**src/rtl/fpa_pkg.sv**
```systemverilog
// Shared definitions for the sequential floating-point adder: FSM state
// encoding and the bit positions inside the ans_except flag vector.
package fpa_pkg;

  typedef enum logic [2:0] {
    S_IDLE  = 3'd0,
    S_ALIGN = 3'd1,
    S_ADD   = 3'd2,
    S_NORM  = 3'd3,
    S_DONE  = 3'd4
  } fpa_state_e;

  // ans_except = {zero, overflow, underflow, invalid}
  localparam int EXC_W    = 4;
  localparam int EXC_ZERO = 3;
  localparam int EXC_OVF  = 2;
  localparam int EXC_UNF  = 1;
  localparam int EXC_INV  = 0;

endpackage

```
**src/rtl/D_Latch_Reg.sv**
```systemverilog
// Parameterised enabled data register with asynchronous active-high clear.
// Despite the name this is an edge-triggered flop; every data register of
// the adder is one of these.
module D_Latch_Reg #(
  parameter int W = 1
) (
  input  logic         clk,
  input  logic         clr,
  input  logic         en,
  input  logic [W-1:0] d,
  output logic [W-1:0] q
);

  // Capture d on enabled rising edges, clear asynchronously.
  always_ff @(posedge clk or posedge clr) begin
    if (clr) begin
      q <= '0;
    end else if (en) begin
      q <= d;
    end
  end

endmodule

```
**src/rtl/fpa_seq_adder.sv**
```systemverilog
// Multi-cycle floating-point adder: IDLE -> ALIGN -> ADD -> NORM* -> DONE.
// Handshake: an operand pair transfers on a rising edge where in_valid=1 and
// in_ready=1 (in_ready is high only in IDLE); a result transfers on a rising
// edge where out_valid=1 and out_ready=1 (out_valid is high only in DONE).
// While out_valid=1 and out_ready=0 the ans_* outputs are held unchanged.
// exp==0 is exact zero (no denormals); exp==all-ones is Inf (mant 0) or NaN.
module fpa_seq_adder
  import fpa_pkg::*;
#(
  parameter int EXP_W = 4,
  parameter int MAN_W = 3
) (
  input  logic             clk,
  input  logic             clr,
  input  logic             in_valid,
  output logic             in_ready,
  input  logic             a_sign,
  input  logic             b_sign,
  input  logic [EXP_W-1:0] a_exp,
  input  logic [EXP_W-1:0] b_exp,
  input  logic [MAN_W-1:0] a_mant,
  input  logic [MAN_W-1:0] b_mant,
  output logic             out_valid,
  input  logic             out_ready,
  output logic             ans_sign,
  output logic [EXP_W-1:0] ans_exp,
  output logic [MAN_W-1:0] ans_mant,
  output logic [EXC_W-1:0] ans_except,
  output logic [2:0]       dbg_state_o
);

  // Internal mantissa layout: {carry, hidden, fraction}.
  localparam int MW = MAN_W + 2;
  localparam logic [EXP_W-1:0] EXP_ONES  = '1;
  localparam logic [EXP_W-1:0] EXP_ONE   = EXP_W'(1);
  localparam logic [EXP_W-1:0] ALIGN_MAX = EXP_W'(MAN_W + 1);

  fpa_state_e state_q, state_d;

  // Working registers: operands ordered by magnitude (gt >= ls).
  logic             gt_sign_q, gt_sign_d;
  logic             ls_sign_q, ls_sign_d;
  logic [EXP_W-1:0] gt_exp_q,  gt_exp_d;
  logic [EXP_W-1:0] ls_exp_q,  ls_exp_d;
  logic [MW-1:0]    gt_mant_q, gt_mant_d;
  logic [MW-1:0]    ls_mant_q, ls_mant_d;
  logic             gt_exp_en, gt_mant_en, ls_mant_en;

  // Result registers, loaded once on the way into DONE.
  logic             ans_sign_q, ans_sign_d;
  logic [EXP_W-1:0] ans_exp_q,  ans_exp_d;
  logic [MAN_W-1:0] ans_mant_q, ans_mant_d;
  logic [EXC_W-1:0] ans_exc_q,  ans_exc_d;
  logic             ans_en;

  logic             accept;
  logic             a_ge;
  logic [MW-1:0]    a_int_mant, b_int_mant;
  logic             a_nan, b_nan, a_inf, b_inf, is_invalid;
  logic [EXP_W-1:0] exp_diff;
  logic [EXP_W-1:0] exp_inc;
  logic [MW-1:0]    mant_sum;

  // Expand a stored fraction to the internal layout; exp==0 means zero.
  function automatic logic [MW-1:0] int_mant(input logic [EXP_W-1:0] e,
                                             input logic [MAN_W-1:0] f);
    return (e == '0) ? '0 : {1'b0, 1'b1, f};
  endfunction

  assign accept     = in_valid && (state_q == S_IDLE);
  // Magnitude order on {exp, mant}; a tie keeps a as the larger operand.
  assign a_ge       = {a_exp, a_mant} >= {b_exp, b_mant};
  assign a_int_mant = int_mant(a_exp, a_mant);
  assign b_int_mant = int_mant(b_exp, b_mant);
  assign a_nan      = (a_exp == EXP_ONES) && (a_mant != '0);
  assign b_nan      = (b_exp == EXP_ONES) && (b_mant != '0);
  assign a_inf      = (a_exp == EXP_ONES) && (a_mant == '0);
  assign b_inf      = (b_exp == EXP_ONES) && (b_mant == '0);
  assign is_invalid = a_nan || b_nan || (a_inf && b_inf && (a_sign != b_sign));

  assign gt_sign_d  = a_ge ? a_sign : b_sign;
  assign ls_sign_d  = a_ge ? b_sign : a_sign;
  assign ls_exp_d   = a_ge ? b_exp  : a_exp;

  assign exp_diff   = gt_exp_q - ls_exp_q;
  assign exp_inc    = gt_exp_q + EXP_ONE;
  // gt >= ls in magnitude, so the subtraction never wraps.
  assign mant_sum   = (gt_sign_q == ls_sign_q) ? (gt_mant_q + ls_mant_q)
                                               : (gt_mant_q - ls_mant_q);

  // Next-state and register-load decisions for every FSM state.
  always_comb begin
    state_d    = state_q;
    gt_exp_en  = 1'b0;
    gt_exp_d   = gt_exp_q;
    gt_mant_en = 1'b0;
    gt_mant_d  = gt_mant_q;
    ls_mant_en = 1'b0;
    ls_mant_d  = ls_mant_q;
    ans_en     = 1'b0;
    ans_sign_d = 1'b0;
    ans_exp_d  = '0;
    ans_mant_d = '0;
    ans_exc_d  = '0;
    case (state_q)
      S_IDLE: begin
        if (in_valid) begin
          gt_exp_en  = 1'b1;
          gt_exp_d   = a_ge ? a_exp : b_exp;
          gt_mant_en = 1'b1;
          gt_mant_d  = a_ge ? a_int_mant : b_int_mant;
          ls_mant_en = 1'b1;
          ls_mant_d  = a_ge ? b_int_mant : a_int_mant;
          if (is_invalid) begin
            // Canonical NaN: +, exp all-ones, mant all-ones.
            ans_en               = 1'b1;
            ans_exp_d            = EXP_ONES;
            ans_mant_d           = '1;
            ans_exc_d[EXC_INV]   = 1'b1;
            state_d              = S_DONE;
          end else if (a_inf || b_inf) begin
            // One Inf (or two of the same sign) passes straight through.
            ans_en     = 1'b1;
            ans_sign_d = a_inf ? a_sign : b_sign;
            ans_exp_d  = EXP_ONES;
            state_d    = S_DONE;
          end else begin
            state_d = S_ALIGN;
          end
        end
      end
      S_ALIGN: begin
        ls_mant_en = 1'b1;
        ls_mant_d  = (exp_diff > ALIGN_MAX) ? '0 : (ls_mant_q >> exp_diff);
        state_d    = S_ADD;
      end
      S_ADD: begin
        if (mant_sum == '0) begin
          // Exact cancellation always yields +0.
          ans_en              = 1'b1;
          ans_exc_d[EXC_ZERO] = 1'b1;
          state_d             = S_DONE;
        end else begin
          gt_mant_en = 1'b1;
          gt_mant_d  = mant_sum;
          state_d    = S_NORM;
        end
      end
      S_NORM: begin
        if (gt_mant_q[MW-1]) begin
          // Carry out: one right shift, exponent up; may overflow to Inf.
          ans_en     = 1'b1;
          ans_sign_d = gt_sign_q;
          state_d    = S_DONE;
          if (exp_inc == EXP_ONES) begin
            ans_exp_d          = EXP_ONES;
            ans_exc_d[EXC_OVF] = 1'b1;
          end else begin
            ans_exp_d  = exp_inc;
            ans_mant_d = gt_mant_q[MAN_W:1];
          end
        end else if (gt_mant_q[MAN_W]) begin
          // Hidden bit in place: already normalized.
          ans_en     = 1'b1;
          ans_sign_d = gt_sign_q;
          ans_exp_d  = gt_exp_q;
          ans_mant_d = gt_mant_q[MAN_W-1:0];
          state_d    = S_DONE;
        end else if (gt_exp_q == EXP_ONE) begin
          // Another left shift would need exp 0: flush to signed zero.
          ans_en             = 1'b1;
          ans_sign_d         = gt_sign_q;
          ans_exc_d[EXC_UNF] = 1'b1;
          state_d            = S_DONE;
        end else begin
          gt_mant_en = 1'b1;
          gt_mant_d  = gt_mant_q << 1;
          gt_exp_en  = 1'b1;
          gt_exp_d   = gt_exp_q - EXP_ONE;
        end
      end
      S_DONE: begin
        if (out_ready) begin
          state_d = S_IDLE;
        end
      end
      default: begin
        state_d = S_IDLE;
      end
    endcase
  end

  // FSM state register; clr aborts any operation in flight.
  always_ff @(posedge clk or posedge clr) begin
    if (clr) begin
      state_q <= S_IDLE;
    end else begin
      state_q <= state_d;
    end
  end

  D_Latch_Reg #(.W(1)) u_gt_sign (
    .clk(clk), .clr(clr), .en(accept), .d(gt_sign_d), .q(gt_sign_q)
  );
  D_Latch_Reg #(.W(1)) u_ls_sign (
    .clk(clk), .clr(clr), .en(accept), .d(ls_sign_d), .q(ls_sign_q)
  );
  D_Latch_Reg #(.W(EXP_W)) u_gt_exp (
    .clk(clk), .clr(clr), .en(gt_exp_en), .d(gt_exp_d), .q(gt_exp_q)
  );
  D_Latch_Reg #(.W(EXP_W)) u_ls_exp (
    .clk(clk), .clr(clr), .en(accept), .d(ls_exp_d), .q(ls_exp_q)
  );
  D_Latch_Reg #(.W(MW)) u_gt_mant (
    .clk(clk), .clr(clr), .en(gt_mant_en), .d(gt_mant_d), .q(gt_mant_q)
  );
  D_Latch_Reg #(.W(MW)) u_ls_mant (
    .clk(clk), .clr(clr), .en(ls_mant_en), .d(ls_mant_d), .q(ls_mant_q)
  );
  D_Latch_Reg #(.W(1)) u_ans_sign (
    .clk(clk), .clr(clr), .en(ans_en), .d(ans_sign_d), .q(ans_sign_q)
  );
  D_Latch_Reg #(.W(EXP_W)) u_ans_exp (
    .clk(clk), .clr(clr), .en(ans_en), .d(ans_exp_d), .q(ans_exp_q)
  );
  D_Latch_Reg #(.W(MAN_W)) u_ans_mant (
    .clk(clk), .clr(clr), .en(ans_en), .d(ans_mant_d), .q(ans_mant_q)
  );
  D_Latch_Reg #(.W(EXC_W)) u_ans_exc (
    .clk(clk), .clr(clr), .en(ans_en), .d(ans_exc_d), .q(ans_exc_q)
  );

  assign in_ready    = (state_q == S_IDLE);
  assign out_valid   = (state_q == S_DONE);
  assign ans_sign    = ans_sign_q;
  assign ans_exp     = ans_exp_q;
  assign ans_mant    = ans_mant_q;
  assign ans_except  = ans_exc_q;
  assign dbg_state_o = state_q;

endmodule

```
**config.mk**
```make
export PLATFORM = sky130hd
export DESIGN_NAME = fpa_seq_adder
export DESIGN_NICKNAME = d
export VERILOG_FILES = /design/src/rtl/fpa_pkg.sv /design/src/rtl/D_Latch_Reg.sv /design/src/rtl/fpa_seq_adder.sv
export SDC_FILE = /design/constraint.sdc
export NUM_CORES = 1
export LEC_CHECK = 0
export BUFFER_PORTS_ARGS = -buffer_cell sky130_fd_sc_hd__buf_2
export CAP_MARGIN = 0
export CORE_MARGIN = 2
export CORE_UTILIZATION = 45
export CTS_CLUSTER_DIAMETER = 50
export DETAILED_ROUTE_END_ITERATION = 16
export PLACE_DENSITY = 0.77
export RECOVER_POWER = 100
export SLEW_MARGIN = 20
export SYNTH_ARGS = -nofsm -noshare
export SYNTH_HDL_FRONTEND = slang
export SYNTH_SLANG_ARGS = --single-unit
export TNS_END_PERCENT = 30
```
**constraint.sdc**
```tcl
create_clock -name clk -period 8.42 [get_ports clk]
set_clock_uncertainty 0.15 [all_clocks]
set_input_delay 0 -clock clk [delete_from_list [all_inputs] [get_ports clk]]
set_output_delay 0 -clock clk [all_outputs]
set_load 0.03 [all_outputs]
```
==> key figures <==
Floorplan
  – Cell row count: 28
  – Ports: 37
  – Die W: 82.76 um
  – Starting Density: 46.87%
  – Full die area: 6849 um2
  – Die span in y: 82.76 um
  – Core Area: 5956 um2

Synthesis
  – Synth area leader: dfrtp_1
  – XOR/XNOR Fraction of Synth Area: 2.824%
  – Netlist Area Pre-Place: 2791 um2
  – Synthesized area per cell: 8.510 um2
  – Simple-Gate Fraction of Synth Area: 18.15%
  – Main combinational cell family by area after synthesis: compound AO/OA/AOI/OAI gates
  – Yosys cell types: 60
  – Seq cells post-synth: 35
  – Async S/R FF share, synth: 100.0%
  – Register area share after synthesis: 31.38%
  – Post-synth EDFFs: 0
  – Synth Area in Compound Gates: 25.32%
  – Mux cell area share after synthesis: 6.679%
  – Adder-cell share of the synthesized area: 9.951%
  – Synth top area share: 31.38%
  – Top post-synthesis cells by area: dfrtp_1 31%, ha_1 8.5%, nand2_1 4.7%, mux2i_1 4.7%, o21ai_0 4.7%
  – Primary FF master, synth: dfrtp_1
  – Gate Count Post-Synth: 328
  – Synth warn: 0
  – Mapped Nets: 369

Final layout
  – Core Util, Final: 54.24%
  – Layout cells sized above 1: 10.90%
  – Nets@finish: 416
  – Final Instance Area: 3231 um2
  – Area Overhead vs Synth: 15.73%
  – Diodes inserted: 0

Setup path
  – Crit path cell chain: xor2_1 > a21o_1 > inv_1 > fa_1 > nor2b_1 > o21ai_0 > o211ai_1 > a21oi_1 > a21boi_0 > mux2_2
  – Reg2Reg Depth: 10
  – CP required: 8440 ps
  – Setup crit end kind: register
  – CP arrival: 3790 ps
  – Critical path depth: 10
  – Reg2reg start: u_ls_sign.q
  – Largest delay contributor family on the critical path: compound AO/OA/AOI/OAI gates
  – Largest stage delay on the critical path: 1110 ps
  – Critical path peak fanout: 12
  – Setup crit start: u_ls_sign.q
  – Worst r2r dst: u_ans_mant.q[2]
  – Slowest CP cell: a21boi_0
  – Crit path to: u_ans_mant.q[2]
  – Setup CP Type: register to register
  – Worst path bufs/invs: 1
  – Startpoint Class: register
  – Reg2reg setup slack: 4650 ps

Global route
  – Initial antenna violation count: 0
  – Vias in the first global route: 2605
  – Busiest grt layer: met2
  – Met2 global-route usage: 40.24%
  – Global routing usage on met3: 4.674%
  – Total track usage: 24.07%
  – First-pass GRT wire length: 12.41 mm
  – Met1 Usage GRT: 30.61%
  – Largest net degree at the start of global routing: 36
  – GRT Residual Overflow: 0

Drt
  – DR WL/cell: 16.71 um
  – DR vias: 2662
  – Post-route ant nets: 0
  – Initial DRT Pass Iterations: 5
  – Routed vias/inst: 5.902
  – # DRC: 0
  – Drt first-iter violations: 268
  – Total Wirelength: 7.534 mm

Placement
  – Buffers added on ports: 36
  – DP Wirelength: 5.787 mm
  – Placed cell area: 3019 um2
  – Final GP Congestion: 0.9232

Clock tree
  – Insertion delay to the later sink of the worst-skew pair: 300 ps
  – CTS max path bufs: 2
  – Clock transition at path regs: 80 ps
  – Sink Count: 35
  – CTS H-tree lvls: 2
  – Clock Root Buffer: clkbuf_8
  – CTS Buf Count: 5
  – CTS resizes: 0
  – CTS tree: yes

STA
  – Final Hold Viols: 0
  – Final worst path period share: 44.72%
  – Setup violators final: 0
  – Fmax: 265.5 MHz
  – Fin crit period: 3766 ps
  – Setup TNS: 0 ps
  – RSZ-0062 raised after global routing: false
  – Fin. max-slew vios: 36
  – Worst slew margin: -24.90%
  – Tightest Pin Transition: 1874 ps

Outcome
  – Failing checks: capacitance limit, slew limit
  – Status: finished with violations

Flow run
  – Max-cap violation count: 1

Hold path
  – HP Class: primary input to register

Power
  – Power density cells: 407.4 nW/um2
  – Maximum vdd drop: 169.4 uV
  – Leakage power: 1.475 nW
## placed cells by master (no fill, tap or decap), types with 3 or more instances in the layout
cell type | netlist | routed
dfrtp_1 | 35 | 35
or3_1 | 4 | 4
o21ai_0 | 26 | 26
ha_1 | 19 | 19
and2_1 | 4 | 3
buf_2 | 1 | 18
a21o_1 | 3 | 3
nor2_1 | 20 | 20
xor2_1 | 5 | 5
nand2_1 | 35 | 35
a41oi_1 | 3 | 3
a21oi_1 | 24 | 25
nand3_1 | 6 | 6
mux2i_1 | 13 | 13
nor3_1 | 8 | 8
inv_1 | 28 | 28
nand2b_1 | 4 | 4
clkbuf_1 | 10 | 20
dlygate4sd3_1 | 0 | 15
xnor2_1 | 4 | 4
o31ai_1 | 3 | 3
nand4_1 | 3 | 3
and3_1 | 3 | 3
a221o_1 | 6 | 6
mux2_2 | 5 | 5
a211oi_1 | 3 | 3
nor2b_1 | 5 | 5
clkbuf_8 | 0 | 6
## worst reg2reg max path, delay by kind of cell (launching register included)
kind                     cells  cell delay, ps
buffers and inverters        1              60
adder cells (fa/ha/maj)      1             430
XOR/XNOR                     1             330
flip-flops                   1             420
multiplexers                 1             430
AND/OR/NAND/NOR              1             130
AO/OA/AOI/OAI                5            1690
## cell usage after synthesis (3+ instances only)
cell	n
a211oi_1	3
a21o_1	3
a21oi_1	24
a221o_1	6
a41oi_1	3
and2_1	4
and3_1	3
clkbuf_1	10
dfrtp_1	35
ha_1	19
inv_1	28
mux2_2	5
mux2i_1	13
nand2_1	35
nand2b_1	4
nand3_1	6
nand4_1	3
nor2_1	20
nor2b_1	5
nor3_1	8
o21ai_0	26
o31ai_1	3
or3_1	4
xnor2_1	4
xor2_1	5
## cell families (layout without fill, tap and decap cells)
family	count (synthesis)	in the layout
compound gates	102	102
mux	18	18
flops	35	35
xor+xnor	9	9
fa+ha+maj	21	21
simple gates	103	103
buf+inv	40	88
## repair_timing
item                                    CTS  global route
hold buffers                             15             0
endpoints found under the setup margin    0             0
setup buffers                             0             0
endpoints found under the hold margin    44             0
## through the flow
step	cells	worst slack (ps)	power [mW]	hold WS, ps
final	451	4654	1.316	51.18
after detailed placement	428	5307	1.178	-20.84
after CTS	451	5135	1.318	45.02
after floorplan	328	5449	0.9656	-42.46
after global placement	428	5426	1.145	-30.27
after global routing	451	4301	1.430	64.55
## sequential cells by signal (all words and copies together) (netlist names), 3 cells and up
register / flops
u_ans_exc.q: 4
u_ls_mant.q: 5
u_gt_mant.q: 5
u_ls_exp.q: 4
u_gt_exp.q: 4
u_ans_mant.q: 3
dbg_state_o: 3
u_ans_exp.q: 4
## final cells by class
cell class,instances,area [um2]
repair buffers,52,311.5
flip-flops and latches,35,875.8
fillers,591,2725
well taps,75,93.84
inverters,28,105.1
clock inverters,1,8.758
clock buffers,7,86.33
multi-input cells,253,1749
## worst min-delay path by stage
stage / startpoint / endpoint / slack (ps) / depth (start not counted)
finish: a_exp[0] / u_gt_exp.q[0] / 50 / 3
global route: a_exp[0] / u_gt_exp.q[0] / 60 / 3
CTS: a_exp[0] / u_gt_exp.q[0] / 50 / 3
detailed placement: clr / u_ans_exp.q[2] / -20 / 3
global placement: clr / u_ans_exp.q[2] / -30 / 3
floorplan: out_ready / dbg_state_o[2] / -40 / 1
## report_power, final
part | leakage (nW) | total, mW | internal [mW] | switching [mW]
combinational | 0.991 | 0.831 | 0.335 | 0.497
clock | 0.0484 | 0.132 | 0.0670 | 0.0653
sequential | 0.436 | 0.352 | 0.243 | 0.109
total | 1.48 | 1.32 | 0.645 | 0.672
## metal layers
metal	wire length, um	part of all wire [%]	up-vias
met2	3510	47	102
li1	-	-	1296
met5	0	0	-
met4	209	2.8	0
met1	3353	45	1249
met3	460	6.1	15
No activity file was read; power rests on OpenSTA's default activity.
